**config.mk**
```make
export PLATFORM = sky130hd
export DESIGN_NAME = fetch_inst_queue
export DESIGN_NICKNAME = d
export VERILOG_FILES = /design/src/rtl/fetch_inst_queue.sv
export SDC_FILE = /design/constraint.sdc
export NUM_CORES = 2
export LEC_CHECK = 0
export CORE_MARGIN = 1.5
export CORE_UTILIZATION = 55
export DETAILED_ROUTE_END_ITERATION = 8
export DONT_BUFFER_PORTS = 1
export GPL_TIMING_DRIVEN = 0
export PLACE_DENSITY_LB_ADDON = 0.3
export SETUP_SLACK_MARGIN = 0.3
export SYNTH_ARGS = -nofsm -noshare
export SYNTH_HDL_FRONTEND = slang
export SYNTH_SLANG_ARGS = --single-unit
```
**constraint.sdc**
```tcl
create_clock -name clk -period 5.7 [get_ports clk]
set_input_delay 0.855 -clock clk [delete_from_list [all_inputs] [get_ports clk]]
set_output_delay 0.855 -clock clk [all_outputs]
set_load 0.005 [all_outputs]
```
**src/rtl/fetch_inst_queue.sv**
```systemverilog
// Fetch-to-decode instruction queue: a circular buffer that takes up to WIDTH
// compacted entries per cycle from fetch and presents the WIDTH oldest to decode.
module fetch_inst_queue #(
  parameter int DEPTH  = 16,
  parameter int WIDTH  = 2,
  parameter int DATA_W = 64
) (
  input  logic                            clk,
  input  logic                            reset,
  input  logic                            flush,
  input  logic [WIDTH-1:0]                enq_valid,
  input  logic [WIDTH*DATA_W-1:0]         enq_data,
  output logic                            enq_ready,
  output logic [WIDTH-1:0]                deq_valid,
  output logic [WIDTH*DATA_W-1:0]         deq_data,
  input  logic [$clog2(WIDTH+1)-1:0]      deq_count,
  output logic [$clog2(DEPTH+1)-1:0]      count
);

  localparam int PW = $clog2(DEPTH);
  localparam int CW = $clog2(DEPTH + 1);
  localparam logic [CW-1:0] DEPTH_C = CW'(DEPTH);
  localparam logic [CW-1:0] WIDTH_C = CW'(WIDTH);

  logic [DATA_W-1:0] mem_q [DEPTH];
  logic [DATA_W-1:0] mem_d [DEPTH];
  logic [PW-1:0]     head_q, head_d;
  logic [PW-1:0]     tail_q, tail_d;
  logic [CW-1:0]     count_q, count_d;

  logic              enq_fire;
  logic [PW-1:0]     wr_ptr;
  logic [CW-1:0]     n_enq;
  logic [CW-1:0]     n_deq;
  logic [CW-1:0]     deq_req;

  // Readiness uses only registered occupancy, so a full group always fits
  // without relying on whatever decode happens to consume this cycle.
  always_comb begin
    enq_ready = (DEPTH_C - count_q) >= WIDTH_C;
    enq_fire  = enq_ready && (|enq_valid);
    deq_req   = CW'(deq_count);
    n_deq     = (deq_req < count_q) ? deq_req : count_q;
  end

  always_comb begin
    mem_d  = mem_q;
    wr_ptr = tail_q;
    n_enq  = '0;
    for (int i = 0; i < WIDTH; i++) begin
      if (enq_fire && enq_valid[i]) begin
        mem_d[wr_ptr] = enq_data[i*DATA_W +: DATA_W];
        wr_ptr        = wr_ptr + PW'(1);
        n_enq         = n_enq + CW'(1);
      end
    end
    head_d  = head_q + PW'(n_deq);
    tail_d  = wr_ptr;
    count_d = count_q + n_enq - n_deq;
    // Flush discards everything, including this cycle's enqueue and dequeue.
    if (flush) begin
      head_d  = '0;
      tail_d  = '0;
      count_d = '0;
    end
  end

  always_ff @(posedge clk) begin
    if (reset) begin
      head_q  <= '0;
      tail_q  <= '0;
      count_q <= '0;
    end else begin
      head_q  <= head_d;
      tail_q  <= tail_d;
      count_q <= count_d;
    end
  end

  // Entry storage is never cleared; occupancy alone decides what is live.
  always_ff @(posedge clk) begin
    mem_q <= mem_d;
  end

  always_comb begin
    deq_valid = '0;
    deq_data  = '0;
    for (int i = 0; i < WIDTH; i++) begin
      deq_valid[i]                 = count_q > CW'(i);
      deq_data[i*DATA_W +: DATA_W] = mem_q[head_q + PW'(i)];
    end
  end

  assign count = count_q;

endmodule

```
# --- Word level (Yosys, flattened, before mapping) ---
# Cells that the tools add are included.
word_totals:
  output_inout_bits: 136
  reg_bits: 1037
  wordCells: 67
op_classes:
  reduce_logical: 7
  n_addsub: 8
  n_bitwise: 4
  order_cmp: 10
  n_mux: 19
op_table:
  columns: ["cell", "n"]
  rows:
  - ["$bwmux 1024", 2]
  - ["$mux 1024", 2]
  - ["$bmux 64 s4", 2]
  - ["$demux 64 s4", 2]
  - ["$mux 64", 6]
  - ["$ge 5x5->1 const B", 4]
  - ["$not 4->5", 4]
  - ["$add 4x1->4 const B", 3]
  - ["$gt 5x1->1 const B", 2]
  - ["$lt 5x1->1 const B", 2]
  - ["$mux 5", 2]
  - ["$mux 4", 2]
  - ["$add 5x1->5 const B", 1]
  - ["$add 5x5->5", 1]
  - ["$ge 5x2->1 const B", 1]
  - ["$logic_and 1x1->1", 5]
  - ["$lt 2x5->1", 1]
  - ["$sub 5x5->5", 1]
  - ["$sub 5x5->5 const A", 1]
  - ["$add 4x4->4", 1]
  - ["$reduce_or 2->1", 2]
  - ["$mux 1", 1]

# --- Logic depth before layout (Yosys ltp) ---
depth:
  ltp_word: 12
  ltp_mapped: 22

# --- Least setup slack after synthesis ---
# OpenSTA, ideal clock, no wires.
synth_path:
  path_kind: "flip-flop to flip-flop"
  start: "reg count_q[1] (netlist: count[1])"
  end: "reg count_q[4] (netlist: count[4])"
  slack_ns: 1.667
  stages_incl_launch_ff: 23
  t_required_ns: 5.576
  t_arrival_ns: 3.909
  cell_sequence: "dfxtp_1 > inv_1 > ha_1 > and2_1 > ha_1 > or3b_4 > or2_1 > buf_2 > buf_6 > nand3_1 > inv_1 > ha_1 > inv_1 > ha_1 > inv_1 > ha_1 > inv_1 > fa_1 > inv_1 > a21o_1 > a21oi_1 > xnor2_1 > nor2_1"
synth_via:
  elab_chain_len: 9
  word_cells_on_any_way: 12
  classes_between: "add/sub: 4; order compare: 2; mux: 3; reduce/logical: 3"
synth_rtl:
  columns: ["element", "line_no", "rtl"]
  rows:
  - ["from (decl)", "29", "logic [CW-1:0] count_q, count_d;"]
  - ["from (signal assigned)", "76", "count_q <= count_d;"]
  - ["$sub 5x5->5", "40", "enq_ready = (DEPTH_C - count_q) >= WIDTH_C;"]
  - ["$ge 5x2->1", "40", null]
  - ["$logic_and 1x1->1", "41", "enq_fire = enq_ready && (|enq_valid);"]
  - ["$logic_and 1x1->1", "51", "if (enq_fire && enq_valid[i]) begin"]
  - ["$mux 1", "51", null]
  - ["$add 5x1->5", "54", "n_enq = n_enq + CW'(1);"]
  - ["$mux 5", "51", null]
  - ["$add 5x5->5", "59", "count_d = count_q + n_enq - n_deq;"]
  - ["$sub 5x5->5 *", "59", null]
# Mark *: on every way between the ends. The rest lies on a longest branch, timed or not.
# A chain may end at the register's enable or synchronous reset.

# --- Worst setup path in the final report ---
layout_path:
  start: "reg head_q[0]"
  end: "out deq_data[65]"
layout_via:
  elab_chain_len: 5
layout_rtl:
  columns: ["element", "line_no", "rtl"]
  rows:
  - ["from (decl)", "27", "logic [PW-1:0] head_q, head_d;"]
  - ["from (signal assigned)", "70", "head_q <= '0;"]
  - ["from (signal assigned)", "74", "head_q <= head_d;"]
  - ["$add 4x1->4", "90", "deq_data[i*DATA_W +: DATA_W] = mem_q[head_q + PW'(i)];"]
  - ["$not 4->5 (implied by the code)", "90", null]
  - ["$bmux 64 s4", "90", null]
  - ["$mux 64 (implied by the code) (2 in series)", "90", null]
  - ["to (decl)", "15", "output logic [WIDTH*DATA_W-1:0] deq_data,"]
# Every way passes these cells. The select of a mux whose other input is x is not followed.

==> flow_metrics.env <==
export IMPL_slew_headroom=0.0554
export IMPL_synth_area_um2=60500
export IMPL_cp_slowest_cell="buf_1"
export IMPL_clock_path_buffers=3
export IMPL_syn_nets=5430
export IMPL_nNetsFinal=5559
export IMPL_drtIter0Drc=5773
export IMPL_coreArea_um2=109000
export IMPL_yosys_top_cells_area="dfxtp_1 34%, mux4_2 24%, mux2i_1 13%"
export IMPL_path_max_fanout=10
export IMPL_fin_setup_tns_ns=0
export IMPL_whs_path_depth=1
export IMPL_max_slew_worst_pin_slew_ns=1.42
export IMPL_synth_seq_cells=1037
export IMPL_grt_pass1_wl_um=301000
export IMPL_yosysSeqAreaShare=0.343
export IMPL_max_stage_delay_ns=0.81
export IMPL_synthTopCellsByCount="1037 x dfxtp_1, 777 x nor2_1, 771 x mux2i_1, 770 x a21oi_1, 640 x mux4_2"
export IMPL_finalCoreUtilization=0.610
export IMPL_grt_max_degree=15
export IMPL_hold_class="primary input to register"
export IMPL_critPathKind="register to primary output"
export IMPL_cts_tree="done"
export IMPL_grt_setup_unrepaired="no"
export IMPL_synth_top_area_cell="dfxtp_1"
export IMPL_die_width_um=335
export IMPL_ioPinCount=271
export IMPL_internal_power_mw=19.8
export IMPL_dp_cells=6696
export IMPL_grt_ovfl_total=0
export IMPL_power_frac_seq=0.347
export IMPL_crit_top_cell="mux4_2"
export IMPL_hold_buffers=0
export IMPL_leakage_nw=24.7
export IMPL_final_cell_area_um2=66500
export IMPL_dieArea_um2=112000
export IMPL_cts_num_sinks=1037
export IMPL_place_area_um2=62700
export IMPL_hpwl_um=149000
export IMPL_synth_most_common_cell="dfxtp_1"
export IMPL_worstPathArrival_ns=4.51
export IMPL_crit_path_start_kind="register"
export IMPL_max_freq_ghz=0.186
export IMPL_layout_setup_ws_ns=0.333
export IMPL_finalWirelength_um=206000
export IMPL_switchingPower_mw=10.2
export IMPL_grt_usage=0.361
export IMPL_cts_buffers=112
export IMPL_syn_avg_cell_area_um2=11.5
export IMPL_whs_ns=0.251
export IMPL_dominantRegCellSynth="dfxtp_1"
export IMPL_synth_enable_flop_cells=0
export IMPL_pwr_share_comb=0.398
export IMPL_gp_congestion=0.931
export IMPL_endpoint_kind="primary output"
export IMPL_wire_per_inst_um=29.7
export IMPL_ant_nets=0
export IMPL_power_density_nw_per_um2=450
export IMPL_first_pass_iters=6
export IMPL_synth_cell_type_count=53
export IMPL_grt_pass1_vias=45777
export IMPL_clk_pin_slew_ns=0.06
export IMPL_drive_above_1_share=0.310
export IMPL_vias=46390
export IMPL_h_tree_depth=3
export IMPL_finalHoldViolations=0
export IMPL_met1_length_um=77900
export IMPL_irDropWorstVdd_mv=0.373
export IMPL_power_share_clock=0.255
export IMPL_start_util=0.555
export IMPL_post_cts_buffers=0
export IMPL_wl_met3_um=24900
export IMPL_clock_latency_ns=0.73
export IMPL_required_ns=4.85
export IMPL_synthDominantCellAreaShare=0.343
export IMPL_area_growth_pct=10.0
export IMPL_maxCapViolations=0
export IMPL_finalCritPeriodShare=0.942
export IMPL_drc=0
export IMPL_status="finished clean"
export IMPL_layout_min_cycle_time_ns=5.37
export IMPL_antenna_found_initial=11
export IMPL_dpl_worst_slack_ns=0.284
export IMPL_dr_wl_met2_um=90100
export IMPL_power_mw=29.9
export IMPL_cts_root_buffer="clkbuf_16"
export IMPL_async_flop_share=0
export IMPL_numPortBuffers=0
export IMPL_core_rowCount=121
export IMPL_crit_chain="buf_2, buf_4, clkbuf_2, buf_1, mux4_2, mux4_2"
export IMPL_finalClockSkew_ns=0.0408
export IMPL_fin_cells=6915
export IMPL_synth_cells=5267
export IMPL_reg2reg_depth=17
export IMPL_via_per_inst=6.71
export IMPL_yosys_warnings=0
export IMPL_slew_violations=0
export IMPL_die_h_um=335
export IMPL_nFillCells=8691
export IMPL_switching_share=0.340
export IMPL_setup_violations_final=0
export IMPL_dr_max_layer_used="met5"
==> area by class of cell <==
class                           count  area, um2  share of cell area
Multi-Input combinational cell   3624      36200               0.544
Tap cell                         1414       1770              0.0266
Clock inverter                     43        459             0.00690
Inverter                           19       71.3             0.00107
Buffer                            587       3530              0.0531
Sequential cell                  1037      20800               0.312
Clock buffer                      161       3350              0.0503
Timing Repair Buffer               15        355             0.00534
Antenna cell                       15       37.5            0.000564
==> flip-flops by register name, summed over array words and instances, names as in the netlist <==
name,count
head_q,4
tail_q,4
count,5
mem_q,1024
==> cell families (layout without fill, tap and decap cells) <==
group,count (synthesis),count (layout),synth area share
xor gates and xnor gates,13,13,0.00188
AOI/OAI and AO/OA,810,810,0.0701
and+or+nand+nor,847,847,0.0577
adders and majority gates,28,28,0.00616
other,1,16,0.0000620
buffers and inverters,606,825,0.0592
muxes,1925,1925,0.462
DFF,1037,1037,0.343
==> worst max-delay path: cells and delay by family, from the launching register on <==
family,cells,cell delay (ns)
buffers and inverters,4,2.37
multiplexers,2,1.05
flip-flops,1,0.39
==> metal layers <==
metal / up-vias / global-route usage
met5: - / 0.00695
met4: 6 / 0.199
met3: 558 / 0.110
met2: 2871 / 0.538
met1: 23021 / 0.470
li1: 19934 / -
==> power groups by stage <==
stage / clock network, mW / registers (mW) / logic, mW
2_1_floorplan: 0 / 9.99 / 8.58
3_3_place_gp: 0 / 10.3 / 11.3
3_5_place_dp: 0 / 10.5 / 11.7
4_1_cts: 7.64 / 10.3 / 11.8
5_1_grt: 7.93 / 10.6 / 12.5
6_report: 7.63 / 10.4 / 11.9
==> path summary, 6_finish.rpt <==
check | startpoint | end | slack (ns)
worst min-delay path | enq_data[76] | mem_q[780] | 0.25
worst max-delay path | head_q[0] | deq_data[65] | 0.33
worst min register to register | mem_q[551] | mem_q[551] | 0.55
worst max register to register | count[1] | mem_q[183] | 0.61
==> timing repair <==
item                                    in CTS  in global routing
gates resized for setup                      1                 21
pin swaps                                    0                  0
endpoints found under the setup margin       9                153
cloned                                       0                  0
==> cell usage in the layout (no fill, tap or decap), drive strengths merged, types with 2 or more instances in the layout <==
cell type and count:
mux2 514, nor2b 3, nand2 7, fa 3
nor4b 3, nor2 779, nor3b 2, clkbuf 323
nand2b 4, a21oi 778, o21ai 2, clkinv 25
dfxtp 1037, nand4b 4, and3b 2, inv 22
bufinv 8, o2111ai 12, xnor2 8, o211ai 5
a21o 5, buf 440, nand3 5, a32o 2
nand4 4, mux2i 771, nand3b 8, mux4 640
and2 9, clkinvlp 7, diode 15, or2 2
ha 25, xor2 5, nor3 12
No activity file was read; power rests on OpenSTA's default activity.
